## config.mk

```make
export PLATFORM = sky130hd
export DESIGN_NAME = mdu_stall_ctrl
export DESIGN_NICKNAME = d
export VERILOG_FILES = /design/src/rtl/mdu_pkg.sv /design/src/rtl/mdu_stall_ctrl.sv
export SDC_FILE = /design/constraint.sdc
export NUM_CORES = 1
export LEC_CHECK = 0
export ABC_CLOCK_PERIOD_IN_PS = 1300
export BUFFER_PORTS_ARGS = -buffer_cell sky130_fd_sc_hd__buf_2
export CELL_PAD_IN_SITES_DETAIL_PLACEMENT = 0
export CELL_PAD_IN_SITES_GLOBAL_PLACEMENT = 1
export CORE_MARGIN = 8
export CORE_UTILIZATION = 29
export DETAILED_ROUTE_END_ITERATION = 10
export PLACE_DENSITY = 0.69
export SLEW_MARGIN = 25
export SYNTH_ARGS = -nofsm -noshare
export SYNTH_HDL_FRONTEND = slang
export SYNTH_SLANG_ARGS = --single-unit
```

## constraint.sdc

```tcl
create_clock -name clk -period 1.3 [get_ports clk]
set_input_delay 0.195 -clock clk [delete_from_list [all_inputs] [get_ports clk]]
set_output_delay 0.195 -clock clk [all_outputs]
set_load 0.02 [all_outputs]
```

## src/rtl/mdu_pkg.sv

```systemverilog
// Shared encodings and default latencies for the multiply/divide unit scheduler.
package mdu_pkg;
  localparam logic [1:0] OP_MULT  = 2'b00;
  localparam logic [1:0] OP_MULTU = 2'b01;
  localparam logic [1:0] OP_DIV   = 2'b10;
  localparam logic [1:0] OP_DIVU  = 2'b11;

  localparam int MULT_CYCLES_DEF = 5;
  localparam int DIV_CYCLES_DEF  = 10;

  typedef enum logic {IDLE, RUN} mdu_state_e;
endpackage

```

## src/rtl/mdu_stall_ctrl.sv

```systemverilog
// MDU issue/latency tracker and the merged F/D hold + D/E bubble stall.
module mdu_stall_ctrl
  import mdu_pkg::*;
#(
  parameter int MULT_CYCLES = MULT_CYCLES_DEF,
  parameter int DIV_CYCLES  = DIV_CYCLES_DEF
) (
  input  logic       clk,
  input  logic       reset,
  input  logic       Req,
  input  logic       start_E,
  input  logic [1:0] op_E,
  input  logic       mt_E,
  input  logic       md_use_D,
  input  logic       hz_stall,
  output logic       stall,
  output logic       busy,
  output logic [3:0] cnt,
  output logic       mdu_go,
  output logic       hilo_we,
  output logic       mt_we,
  output logic [1:0] op_q
);

  mdu_state_e state_q;
  logic [3:0] cnt_q;
  logic       hilo_we_q;
  logic [1:0] op_lat_q;
  logic       issue;
  logic [3:0] load_cnt;

  assign busy     = (state_q == RUN);
  assign cnt      = cnt_q;
  assign hilo_we  = hilo_we_q;
  assign op_q     = op_lat_q;

  // A flush cancels the E-stage op: it is younger than the faulting instruction.
  assign issue    = start_E & ~Req & ~busy;
  assign mdu_go   = issue;
  assign mt_we    = mt_E & ~Req & ~busy;
  assign load_cnt = op_E[1] ? 4'(DIV_CYCLES) : 4'(MULT_CYCLES);

  // hilo_we term holds mfhi/mflo in D until the commit cycle has passed.
  assign stall = ~Req & (hz_stall | (md_use_D & (busy | start_E | hilo_we_q)));

  always_ff @(posedge clk or posedge reset) begin
    if (reset) begin
      state_q   <= IDLE;
      cnt_q     <= 4'd0;
      hilo_we_q <= 1'b0;
      op_lat_q  <= OP_MULT;
    end else begin
      hilo_we_q <= 1'b0;
      case (state_q)
        IDLE: begin
          if (issue) begin
            state_q  <= RUN;
            op_lat_q <= op_E;
            cnt_q    <= load_cnt;
          end
        end
        RUN: begin
          // An in-flight op is older than any flush, so Req never aborts it.
          if (cnt_q == 4'd1) begin
            state_q   <= IDLE;
            cnt_q     <= 4'd0;
            hilo_we_q <= 1'b1;
          end else begin
            cnt_q <= cnt_q - 4'd1;
          end
        end
      endcase
    end
  end

  a_no_start_while_busy : assert property (
    @(posedge clk) disable iff (reset) !(start_E && busy)
  ) else $error("mdu_stall_ctrl: start_E while MDU busy");

endmodule

```

Word-level counts from Yosys, hierarchy flattened
Index checks and enable logic that the tools add are counted.

Output and inout port bits: 11. Register bits: 8.

$add $sub $neg: 1. Bitwise operators: 11. Equality and inequality tests: 2. Mux-type cells: 9. Reductions and logical operators: 1.

Operators with widths (number): 2-to-1 mux 4 bit (3); case mux 4 bit (2 select lines) (1); AND 1 bit (6); equality test 4 x 1 -> 1 bit, second input constant (1); 2-to-1 mux 1 bit (4); subtractor 4 x 1 -> 4 bit, second input constant (1); OR 1 bit (3); inequality test 2 bit, second input constant (1); NOT 1 bit (2); case mux 1 bit (2 select lines) (1); AND reduction 2 bit (1).

Longest topological paths before layout
Word-level depth: 5. Gate-level depth with buffers: 5. Mapped depth without buffers: 5.

Worst setup path after synthesis
No wires, ideal clock.

Path type: reg2out. From: register state_q, in the netlist busy. To: output stall. Cell stages (with the launch flop): 5. Path slack: -0.151 ns. Buffers on the path: 1. Required time: 1.105 ns. Arrival time: 1.256 ns. Cell sequence: dfrtp_1 -> buf_6 -> or3_1 -> a21oi_1 -> nor2_1.

Longest elaborated chain between the ends: 5.

RTL lines: start, declared (line mdu_stall_ctrl.sv:25) `mdu_state_e state_q;`; start signal, assigned (line mdu_stall_ctrl.sv:48) `state_q <= IDLE;`; start signal, assigned (line mdu_stall_ctrl.sv:57) `state_q <= RUN;`; start signal, assigned (line mdu_stall_ctrl.sv:65) `state_q <= IDLE;`; OR 1 bit (2 in series) (line mdu_stall_ctrl.sv:44) `assign stall = ~Req & (hz_stall | (md_use_D & (busy | start_E | hilo_we_q)));`; AND 1 bit (line mdu_stall_ctrl.sv:44); OR 1 bit (line mdu_stall_ctrl.sv:44); AND 1 bit (line mdu_stall_ctrl.sv:44); end, declared (line mdu_stall_ctrl.sv:16) `output logic stall,`.

Every way passes these cells.

Worst setup path after layout
Same ends and word-level chain as after synthesis.

==> results.yml <==
job:
  max-cap-violations: 0
die:
  rows: 14
  core-area_mm2: 0.001506
  die_y_um: 55.85
  start_util_pct: 30.56
  die_area_mm2: 0.003119
  io_pins: 20
  die_w_um: 55.85
clock_tree:
  h-tree-depth: 1
  clockBufferDepth: 2
  path_clk_slew_ns: 0.06
  cts-root-buf: "clkbuf_4"
  cts_sinks: 8
  cts_made_buffers: 3
  cts_tree: "built"
  clk_latency_ns: 0.26
sta:
  period_share_pct: 120.9
  rsz0062_at_grt: "yes"
  finalSetupTns_ns: -0.5686
  fmax_ghz: 0.6363
  relSlewSlack_pct: 78.82
  period_needed_ns: 1.572
  drv_slew: 0
  setup_ws_ns: -0.2715
  finalClockSkew_ns: 0.001287
  hold_viol: 0
  setup_viol: 7
  worstMarginPinSlew_ns: 0.3173
placement:
  hpwl_um: 893.6
  place_ws_ns: -0.008850
  portBuffers: 19
  postPlaceCellArea_um2: 598.1
  place.gp.congestion: 0.7330
worst_setup_path:
  required_ns: 1.11
  start_kind: "flip-flop"
  end_kind: "output pin"
  slowest_stage: "dfrtp_2"
  slowest_delay_ns: 0.40
  path_delay_family: "simple AND/OR/NAND/NOR gates"
  worstPathCellList: "or3_1 -> a21oi_2 -> nor2_4 -> buf_6"
  critPathArrivalTime_ns: 1.38
  crit_type: "flip-flop to output pin"
  critPathMaxFanout: 2
  worst-path-buf-inv: 1
layout:
  final_area_um2: 772.0
  regArea_um2: 203.9
  syn_to_final_growth_pct: 67.66
  multi_input_area_um2: 265.3
  drive_above_1_share_pct: 64.00
  utilization_pct: 51.25
  nNetsFinal: 87
  diodes: 0
  fillers: 147
power:
  clockPowerShare_pct: 12.2
  pwr-share-seq_pct: 27.1
  combPwrFrac_pct: 60.7
  powerDensity_mw_per_mm2: 2266
  p_int_mw: 1.056
  ir_worst_vdd_v: 0.001170
  power_leakage_nw: 0.4011
  switching_share_pct: 39.64
  switchingPower_mw: 0.6937
  p_total_mw: 1.750
yosys:
  synth.top_cell.area_share_pct: 43.48
  synth_area_leaders: "dfrtp_1 43%, mux2i_1 13%, ha_1 5.4%"
  synth_ff_type: "dfrtp_1"
  ys_warn_count: 0
  yosysMostFrequentCell: "dfrtp_1"
  synth_top_area_cell: "dfrtp_1"
  synth_area_per_cell_um2: 11.51
  synth_area_um2: 460.4
  synthCells: 40
  ys_ff_latch: 8
  ys_top_cells_by_count: "8 x dfrtp_1, 6 x mux2i_1, 4 x inv_1, 4 x nor2_1"
  yosysSeqAreaShare_pct: 43.48
  syn_nets: 51
  synth_edf_count: 0
  synth-async-reset-ratio_pct: 100.0
  yosysUniqueCellTypes: 18
global_route:
  antenna_found_initial: 0
  grt_max_degree: 12
  grt_use_total_pct: 7.795
  grt_pass1_vias: 426
  grt_pass1_wl_um: 1959
  globalRouteOverflowTotal: 0
outcome:
  violations: "setup timing"
  outcome: "complete, but fails checks"
drt:
  vias_per_cell: 4.637
  drt_wl_total_um: 1281
  vias: 422
  drc: 0
  drt-pass1-iter-count: 4
  ant_nets: 0
  first_iter_violations: 3
  wire_per_inst_um: 14.08
worst_hold_path:
  hp-class: "primary input to flip-flop"
## final cells by class
class	instances	area share (%)
inverters	4	1.945
repair buffers	33	31.28
clock buffers	4	3.404
multi-input cells	26	34.36
flip-flops and latches	8	26.42
well taps	16	2.593
## kinds of logic (layout without fill, tap and decap cells)
kind of cell               after synthesis  in the layout  share of synthesized area (%)
DFF                                      8              8                          43.48
AOI/OAI and AO/OA                        3              3                          5.434
buffers and inverters                    6             41                          8.151
muxes                                    8              8                          17.93
and+or+nand+nor                         13             13                          19.57
adders and majority gates                2              2                          5.434
## metal layers
metal | track usage [%] | up-vias | part of all wire, %
met5 | 0 | - | 0
li1 | - | 208 | -
met2 | 11.06 | 16 | 44
met4 | 5.155 | 0 | 2.4
met1 | 8.938 | 193 | 44
met3 | 3.881 | 5 | 9.2
## layout by cell type, fill, tap and decap left out
cell type / count
nor2b_1: 1
nor2_1: 3
and4b_1: 1
mux2_4: 2
dlygate4sd3_1: 1
mux2i_1: 6
buf_4: 11
clkbuf_4: 3
buf_2: 16
nor3b_4: 1
nor2b_4: 1
and3_2: 1
inv_2: 1
or3_1: 1
a221o_1: 2
ha_4: 1
dfrtp_2: 3
nand2b_1: 1
nor3_1: 1
clkbuf_1: 1
buf_8: 1
ha_1: 1
buf_6: 3
buf_12: 1
a21oi_2: 1
nor3b_2: 1
inv_1: 3
dfrtp_1: 5
nor2_4: 1
## final timing paths
path                            startpoint  endpoint  slack [ns]  cells after the start
worst max-delay path                  busy     stall       -0.27                      4
worst min-delay path               op_E[0]   op_q[0]        0.17                      2
worst max register to register        busy    cnt[2]       -0.04                      5
worst min register to register     op_q[0]   op_q[0]        0.50                      1
max in group asynchronous            reset    cnt[1]        0.62                      3
min in group asynchronous            reset    cnt[2]        0.42                      3
## state kept, by name (all words and copies together), names as in the netlist
register and count:
cnt 4, op_q 2, busy 1, hilo_we 1
## per-stage QoR
| step | std cells | hold slack [ns] |
|---|---|---|
| floorplan | 40 | 0.01046 |
| global placement | 77 | 0.1575 |
| detailed placement | 77 | 0.1630 |
| CTS | 84 | 0.1557 |
| global route | 91 | 0.1734 |
| finish | 91 | 0.1663 |
## repair_timing
action / 4_1_cts / 5_1_grt
setup buffers: 2 / 7
endpoints found under the hold margin: 8 / 0
hold buffers: 1 / 0
endpoints found under the setup margin: 4 / 8
resized for setup: 3 / 14
pin swaps: 0 / 3
## power groups by stage
stage / combinational, mW / sequential (mW) / clock, mW
2_1_floorplan: 0.368 / 0.629 / 0
3_3_place_gp: 0.773 / 0.468 / 0
3_5_place_dp: 0.794 / 0.472 / 0
4_1_cts: 0.834 / 0.466 / 0.218
5_1_grt: 1.16 / 0.491 / 0.231
6_report: 1.06 / 0.474 / 0.214
(Power assumes the default switching activity.)
